[src/rtl/conv3x3_stream.sv]
// conv3x3_stream: streaming valid-only 3x3 convolution with NUM_FILT parallel
// filters over an IMG_W x IMG_H raster frame.
// Optional feature: define CONV_RELU_EN to clamp negative filter results to 0.
//
// state  | meaning
// IDLE   | waiting for start; weight writes allowed
// STREAM | accepting frame pixels in raster order
// FLUSH  | all pixels taken, waiting for the last result to drain
module conv3x3_stream #(
  parameter int IMG_W    = 12,
  parameter int IMG_H    = 12,
  parameter int PIX_W    = 2,
  parameter int WGT_W    = 2,
  parameter int NUM_FILT = 4
) (
  input  logic                                     clk,
  input  logic                                     rst_n,
  input  logic                                     start,
  input  logic                                     wgt_we,
  input  logic [$clog2(NUM_FILT*9)-1:0]            wgt_addr,
  input  logic [WGT_W-1:0]                         wgt_data,
  input  logic                                     in_valid,
  output logic                                     in_ready,
  input  logic [PIX_W-1:0]                         in_pix,
  output logic                                     out_valid,
  input  logic                                     out_ready,
  output logic [NUM_FILT*(PIX_W+WGT_W+5)-1:0]      out_data,
  output logic [$clog2(IMG_H)-1:0]                 out_row,
  output logic [$clog2(IMG_W)-1:0]                 out_col,
  output logic                                     busy,
  output logic                                     done
);

  localparam int ACC_W = PIX_W + WGT_W + 5;
  localparam int NTAP  = NUM_FILT * 9;
  localparam int RW    = $clog2(IMG_H);
  localparam int CW    = $clog2(IMG_W);
  localparam int LB_D  = IMG_W - 1;

  typedef enum logic [1:0] {IDLE, STREAM, FLUSH} state_t;

  state_t state, state_nx;
  logic [RW-1:0] row;
  logic [CW-1:0] col;
  logic signed [WGT_W-1:0] wgt [NTAP];
  logic [PIX_W-1:0] lb0 [LB_D];
  logic [PIX_W-1:0] lb1 [LB_D];
  logic [PIX_W-1:0] win [3][3];
  logic [PIX_W-1:0] nwin [3][3];
  logic signed [ACC_W-1:0] acc [NUM_FILT];
  logic [NUM_FILT*ACC_W-1:0] res;
  logic accept, col_last, last_pix, emit, pending;

  assign in_ready = (state == STREAM) && (!out_valid || out_ready);
  assign accept   = in_valid && in_ready;
  assign col_last = (col == CW'(IMG_W - 1));
  assign last_pix = col_last && (row == RW'(IMG_H - 1));
  assign emit     = accept && (row >= RW'(2)) && (col >= CW'(2));
  assign pending  = out_valid && !out_ready;

  // State register
  always_ff @(posedge clk or negedge rst_n) begin
    if (!rst_n) state <= IDLE;
    else        state <= state_nx;
  end

  // Next-state decode plus busy/done flags
  always_comb begin
    state_nx = state;
    busy     = 1'b1;
    done     = 1'b0;
    case (state)
      IDLE: begin
        busy = 1'b0;
        if (start) state_nx = STREAM;
      end
      STREAM: if (accept && last_pix) state_nx = FLUSH;
      FLUSH: begin
        if (!pending) begin
          done     = 1'b1;
          state_nx = IDLE;
        end
      end
      default: state_nx = IDLE;
    endcase
  end

  // Raster position of the next pixel to be accepted
  always_ff @(posedge clk or negedge rst_n) begin
    if (!rst_n) begin
      row <= '0;
      col <= '0;
    end else if (state == IDLE && start) begin
      row <= '0;
      col <= '0;
    end else if (accept) begin
      if (col_last) begin
        col <= '0;
        row <= last_pix ? '0 : row + RW'(1);
      end else begin
        col <= col + CW'(1);
      end
    end
  end

  // Weight file: writable only while idle, out-of-range addresses dropped
  always_ff @(posedge clk or negedge rst_n) begin
    if (!rst_n) begin
      for (int i = 0; i < NTAP; i++) wgt[i] <= '0;
    end else if (wgt_we && state == IDLE && int'(wgt_addr) < NTAP) begin
      wgt[wgt_addr] <= wgt_data;
    end
  end

  // Line buffers and window shift; contents are don't-care until refilled
  always_ff @(posedge clk) begin
    if (accept) begin
      lb0[0] <= win[2][2];
      lb1[0] <= win[1][2];
      for (int i = 1; i < LB_D; i++) begin
        lb0[i] <= lb0[i-1];
        lb1[i] <= lb1[i-1];
      end
      for (int ky = 0; ky < 3; ky++)
        for (int kx = 0; kx < 3; kx++)
          win[ky][kx] <= nwin[ky][kx];
    end
  end

  // Window as it will look after this accept, and the filter sums on it
  always_comb begin
    for (int ky = 0; ky < 3; ky++)
      for (int kx = 0; kx < 2; kx++)
        nwin[ky][kx] = win[ky][kx+1];
    nwin[0][2] = lb1[LB_D-1];
    nwin[1][2] = lb0[LB_D-1];
    nwin[2][2] = in_pix;
    res = '0;
    for (int f = 0; f < NUM_FILT; f++) begin
      acc[f] = '0;
      for (int ky = 0; ky < 3; ky++)
        for (int kx = 0; kx < 3; kx++)
          acc[f] = acc[f] + ACC_W'(signed'({1'b0, nwin[ky][kx]})) * ACC_W'(wgt[f*9 + ky*3 + kx]);
`ifdef CONV_RELU_EN
      res[f*ACC_W +: ACC_W] = acc[f][ACC_W-1] ? '0 : acc[f];
`else
      res[f*ACC_W +: ACC_W] = acc[f];
`endif
    end
  end

  // Output holding register with valid/ready handshake
  always_ff @(posedge clk or negedge rst_n) begin
    if (!rst_n) begin
      out_valid <= 1'b0;
      out_data  <= '0;
      out_row   <= '0;
      out_col   <= '0;
    end else if (emit) begin
      out_valid <= 1'b1;
      out_data  <= res;
      out_row   <= row - RW'(2);
      out_col   <= col - CW'(2);
    end else if (out_ready) begin
      out_valid <= 1'b0;
    end
  end

endmodule

[config.mk]
export PLATFORM = sky130hd
export DESIGN_NAME = conv3x3_stream
export DESIGN_NICKNAME = d
export VERILOG_FILES = /design/src/rtl/conv3x3_stream.sv
export SDC_FILE = /design/constraint.sdc
export NUM_CORES = 1
export LEC_CHECK = 0
export ABC_CLOCK_PERIOD_IN_PS = 15300
export BUFFER_PORTS_ARGS = -buffer_cell sky130_fd_sc_hd__buf_2
export CORE_MARGIN = 10
export CORE_UTILIZATION = 52
export DETAILED_ROUTE_END_ITERATION = 10
export GPL_ROUTABILITY_DRIVEN = 0
export PLACE_DENSITY = 0.8
export SLEW_MARGIN = 10
export SYNTH_ARGS = -nofsm -noshare
export SYNTH_HDL_FRONTEND = slang
export SYNTH_SLANG_ARGS = --single-unit
[constraint.sdc]
create_clock -name clk -period 15.3 [get_ports clk]
set_input_delay 4.59 -clock clk [delete_from_list [all_inputs] [get_ports clk]]
set_output_delay 4.59 -clock clk [all_outputs]
set_load 0.02 [all_outputs]
==> results.yml, run 1 <==
cts:
  cts_root_buffer: "clkbuf_16"
  cts.path.max_buffers: 2
  h-tree-depth: 4
  clk_latency_ns: 0.44
  postCtsResizedCells: 0
  clk_pin_slew_worst_paths_ns: 0.08
  cts.sinks: 179
  tritoncts: "done"
  post_cts_buffers: 0
  postCtsHoldBufs: 0
  cts_buffers: 17
yosys:
  yosys.area.top_type: "fa_1"
  synth_edf_count: 52
  yosysTopAreaCellShare_pct: 28.5
  syn-num-nets: 1866
  postSynth.asyncResetShare_pct: 70.9
  seq_area_frac_synth_pct: 29.6
  synth_top_cells_by_area: "fa_1 29%, dfrtp_1 20%, ha_1 11%"
  dominantRegCellSynth: "dfrtp_1"
  ys_ff_latch: 179
  syn_area_um2: 16000
  synth.avg_cell_area_um2: 10.8
  synth_warnings: 0
  netlist_instances: 1484
  synth_cell_types: 49
setup_path:
  worstPathMaxFanout: 6
  critical_path_class: "input port to primary output"
  cp-startpoint: "out_ready"
  crit_required_ns: 10.71
  endpoint: "in_ready"
  critPathCaptureType: "primary output"
  reg2regPathDepth: 16
  regToRegSetupSlack_ns: 9.59
  r2r-start: "win[0][3]"
  start_kind: "input port"
  crit_arrival_ns: 5.22
  r2r-end: "out_data[17]"
detailed_routing:
  ant_nets: 0
  drtIter0Drc: 594
  routed_wl_um: 33400
  wl_per_cell_um: 17.1
  num_vias: 10100
  via_per_inst: 5.18
  drt_pass1_iterations: 5
  drcViolationCount: 0
worst_hold_path:
  worst_hold_path_type: "register to register"
  min_from: "lb0[3][0]"
floorplanning:
  io_pins: 64
  initial_core_util_pct: 52.5
  die_area_um2: 38200
  dieWidth_um: 195
  rows: 64
  die_h_um: 195
  core_area_um2: 30500
sta:
  drv_slew: 0
  finalCritPeriodShare_pct: 64.1
  rsz0062_at_grt: "false"
  final.setup.worst_slack_ns: 5.49
  fin_crit_ns: 9.81
  fmax_mhz: 102
  skew_ns: 0.0169
  hold_viol: 0
  setup_violations: 0
  worstMarginPinSlew_ns: 1.18
  tns_ns: 0
  max_slew_margin_pct: 21.5
power_and_ir_drop:
  leakagePower_nw: 8.78
  ir_worst_vdd_mv: 0.0857
  power_density_nw_per_um2: 75.0
  power_mw: 1.30
grt:
  gr-usage-all-layers_pct: 18.2
  grt_pass1_vias: 10900
  grt-ovfl-total: 0
  antenna_found_initial: 3
  grt_pass1_wl_um: 56000
  grt_max_degree: 87
placed_design:
  pre_cts_ws_ns: 5.49
  hpwl_um: 25900
  dp.cells: 1916
  post_dp_cell_area_um2: 16700
  io_buffers: 63
job:
  maxCapViolations: 0
cells_and_area:
  layout_commonest_cell: "inv_1"
  final_nets: 1921
  area_growth_pct: 8.09
  fillCellCount: 2459
  drive_gt1_share_pct: 12.1
  fin_area_um2: 17300
  final_cell_mix: "369 x inv_1, 228 x fa_1, 138 x ha_1, 127 x dfrtp_1, 99 x nand2_1"
  fin_cells: 1949
run_status:
  status: "completed"
[stage by stage]
| step | utilization [%] | hold WS [ns] |
|---|---|---|
| after floorplan | - | 0.400 |
| after global placement | 54.8 | 0.401 |
| after detailed placement | 54.8 | 0.405 |
| after CTS | 56.7 | 0.406 |
| after global routing | 56.7 | 0.411 |
| final | 56.7 | 0.411 |
[critical path, stage by stage]
cell and delay, ns:
buf_2 0.09, nand2b_1 0.21, and2_1 0.17, buf_2 0.15
[synth_stat cells, types with 5 or more instances]
library cell,count
a211oi_1,12
a21o_1,11
a21oi_1,12
and2_1,40
clkbuf_1,25
dfrtp_1,127
edfxtp_1,52
fa_1,228
ha_1,138
inv_1,370
mux2_2,74
nand2_1,99
nand2b_1,45
nand3_1,5
nor2_1,70
nor2b_1,8
nor3_1,8
o21ai_0,48
o21bai_1,5
o22ai_1,5
o31ai_1,5
or2_2,8
xnor2_1,25
xor2_1,14
[state kept, by name, indices dropped and copies added, names as in the netlist]
| signal | cells |
|---|---|
| col | 4 |
| lb0 | 20 |
| lb1 | 18 |
| out_col | 4 |
| out_data | 36 |
| out_row | 4 |
| out_valid | 1 |
| row | 4 |
| state | 2 |
| wgt | 72 |
| win | 14 |
[logic make-up (layout without fill, tap and decap cells)]
family                     count (synthesis)  after routing  share of synthesized area (%)
muxes                                     80             80                           5.64
and+or+nand+nor                          307            307                           9.50
adders and majority gates                366            366                           39.3
buffers and inverters                    399            467                           9.37
AOI/OAI and AO/OA                        114            114                           4.46
xor gates and xnor gates                  39             39                           2.13
other                                      0              1                              0
DFF                                      179            179                           29.6
[worst min path at each step]
stage            endpoint  slack, ns  cells after the start
2_1_floorplan  lb0[10][0]       0.40                      0
3_3_place_gp    lb1[9][1]       0.40                      0
3_5_place_dp    lb1[8][1]       0.40                      0
4_1_cts         lb0[4][0]       0.41                      0
5_1_grt         lb0[4][0]       0.41                      0
6_report        lb0[4][0]       0.41                      0
[power by group]
group / leakage [nW] / switching, mW / total (mW) / internal (mW)
registers: 2.24 / 0.0609 / 0.625 / 0.564
clock network: 0.283 / 0.216 / 0.433 / 0.217
logic: 6.25 / 0.159 / 0.240 / 0.0815
total: 8.78 / 0.435 / 1.30 / 0.863
[final cells by class]
class	count	area (um2)	area share, %
clock buffers	18	429	2.48
diodes	1	2.50	0.0145
clock inverters	14	141	0.817
flip-flops and latches	179	4740	27.4
repair buffers	65	337	1.95
inverters	370	1390	8.03
well taps	396	495	2.86
multi-input cells	906	9770	56.5
[per-layer routing]
layer,routed length (um),share of wire (%),global-route usage (%),up-vias
li1,-,-,-,4658
met5,13,0.039,0,-
met2,16600,50,30.4,294
met3,2070,6.2,3.51,49
met4,716,2.1,5.12,2
met1,14000,42,23.6,5101
(Power assumes the default switching activity.)
==> run 2, diff against run 1 <==
--- a/config.mk
+++ b/config.mk
@@ -5,7 +5,7 @@
 export SDC_FILE = /design/constraint.sdc
 export NUM_CORES = 1
 export LEC_CHECK = 0
-export ABC_CLOCK_PERIOD_IN_PS = 15300
+export ABC_CLOCK_PERIOD_IN_PS = 9320
 export BUFFER_PORTS_ARGS = -buffer_cell sky130_fd_sc_hd__buf_2
 export CORE_MARGIN = 10
 export CORE_UTILIZATION = 52
==> constraint.sdc (replaced) <==
create_clock -name clk -period 9.32 [get_ports clk]
set_input_delay 2.796 -clock clk [delete_from_list [all_inputs] [get_ports clk]]
set_output_delay 2.796 -clock clk [all_outputs]
set_load 0.02 [all_outputs]
==> results.yml, run 2 (same netlist as run 1, synthesis figures left out) <==
power_and_ir_drop:
  power_density_nw_per_um2: 122
  leakagePower_nw: 8.78
  ir_worst_vdd_mv: 0.134
run_status:
  status: "completed"
setup_path:
  worstPathMaxFanout: 9
  r2r-start: "win[2][1]"
  crit_arrival_ns: 7.80
  r2r-end: "out_data[17]"
  crit_required_ns: 9.61
  start_kind: "input port"
  critical_path_class: "input port to register"
  cpMaxStageDelayCell: "fa_1"
  slowest_delay_ns: 0.58
  critPathCaptureType: "register"
  crit_path_cell_trace: "buf_2 -> nand2b_1 -> fa_1 -> inv_1 -> fa_1 -> inv_1 -> fa_1 -> inv_1 -> fa_1 -> fa_1 -> inv_1 -> fa_1 -> inv_1 -> ha_1 -> a211oi_1 -> nor2_1 -> o41ai_1 -> xnor2_1 -> o21ai_0"
  crit_top_cell: "fa_1"
  cp-startpoint: "in_pix[0]"
  reg2regPathDepth: 18
  endpoint: "out_data[17]"
  regToRegSetupSlack_ns: 3.59
detailed_routing:
  drt_pass1_iterations: 8
  via_per_inst: 5.19
  routed_wl_um: 33500
  drtIter0Drc: 599
  wl_per_cell_um: 17.2
  num_vias: 10100
  ant_nets: 0
  drcViolationCount: 0
floorplanning:
  dieWidth_um: 195
  initial_core_util_pct: 52.5
  core_area_um2: 30500
  die_h_um: 195
  rows: 64
  die_area_um2: 38200
  io_pins: 64
grt:
  grt_pass1_vias: 11100
  grt-ovfl-total: 0
  grt_max_degree: 86
  antenna_found_initial: 4
  gr-usage-all-layers_pct: 18.2
  grt_pass1_wl_um: 56200
sta:
  setup_violations: 0
  fin_crit_ns: 7.51
  hold_viol: 0
  final.setup.worst_slack_ns: 1.81
  worstMarginPinSlew_ns: 0.785
  tns_ns: 0
  drv_slew: 0
  finalCritPeriodShare_pct: 80.6
  max_slew_margin_pct: 47.7
  rsz0062_at_grt: "false"
  skew_ns: 0.0130
  fmax_mhz: 133
cells_and_area:
  area_growth_pct: 8.11
  layout_commonest_cell: "inv_1"
  fillCellCount: 2446
  reg_top3: "wgt: 72 flops, out_data: 36 flops, lb0: 20 flops"
  drive_gt1_share_pct: 12.2
  regMostFlops: "wgt"
  final_nets: 1922
  fin_cells: 1951
  final_cell_mix: "369 x inv_1, 228 x fa_1, 138 x ha_1, 127 x dfrtp_1, 99 x nand2_1"
  fin_area_um2: 17300
  largest_reg_flops: 72
cts:
  cts_root_buffer: "clkbuf_16"
  cts_buffers: 17
  cts.sinks: 179
  clk_pin_slew_worst_paths_ns: 0.07
  postCtsHoldBufs: 0
  postCtsResizedCells: 0
  tritoncts: "done"
  cts.path.max_buffers: 2
  clk_latency_ns: 0.44
  h-tree-depth: 4
  post_cts_buffers: 0
placed_design:
  io_buffers: 63
  dp.cells: 1917
  post_dp_cell_area_um2: 16700
  hpwl_um: 26400
  pre_cts_ws_ns: 1.37
job:
  maxCapViolations: 0
worst_hold_path:
  worst_hold_path_type: "register to register"
-- run 2: cell count changes in the layout (fill, tap and decap cells not counted), sizes merged --
| cell | delta |
|---|---|
| buf | +1 |
| clkbuf | +2 |
| clkinvlp | +1 |
| diode | +1 |
| inv | -3 |
-- run 2: worst min path at each step --
stage,startpoint,end,depth (start not counted)
CTS,lb1[5][0],lb1[6][0],0
global placement,lb1[8][1],lb1[9][1],0
detailed placement,lb1[5][0],lb1[6][0],0
global route,lb1[5][0],lb1[6][0],0
finish,lb1[5][0],lb1[6][0],0
floorplan,lb0[9][0],lb0[10][0],0
-- run 2: final cells by class --
cell class                      count  area, um2  share of cell area (%)
Clock inverter                     12       95.1                   0.549
Antenna cell                        2       5.00                  0.0289
Timing Repair Buffer               66        344                    1.99
Clock buffer                       20        469                    2.71
Tap cell                          396        495                    2.86
Inverter                          370       1390                    8.02
Sequential cell                   179       4740                    27.4
Multi-Input combinational cell    906       9770                    56.5
-- run 2: layer usage --
metal / vias up / share of wire (%) / track usage [%]
met2: 290 / 49 / 30.5
met1: 5065 / 42 / 22.6
li1: 4665 / - / -
met5: - / 0.081 / 0
met3: 92 / 5.8 / 3.80
met4: 4 / 3.4 / 6.96
-- run 2: power breakdown --
| group | leakage [nW] | internal [mW] | switching (mW) |
|---|---|---|---|
| logic | 6.26 | 0.135 | 0.261 |
| clock network | 0.282 | 0.371 | 0.329 |
| registers | 2.24 | 0.926 | 0.0979 |
-- run 2: through the flow --
| stage | total power, mW | hold WS, ns | utilization (%) |
|---|---|---|---|
| after floorplan | 1.28 | 0.400 | - |
| after global placement | 1.42 | 0.401 | 54.9 |
| after detailed placement | 1.44 | 0.405 | 54.9 |
| after CTS | 2.14 | 0.416 | 56.7 |
| after global routing | 2.22 | 0.417 | 56.7 |
| final | 2.12 | 0.414 | 56.7 |
-- run 2: worst max-delay path: cells and delay by family --
family,cells,cell delay (ns)
compound gates,3,0.81
xor+xnor,1,0.16
fa+ha+maj,7,3.19
buf+inv,6,0.51
simple gates,2,0.32
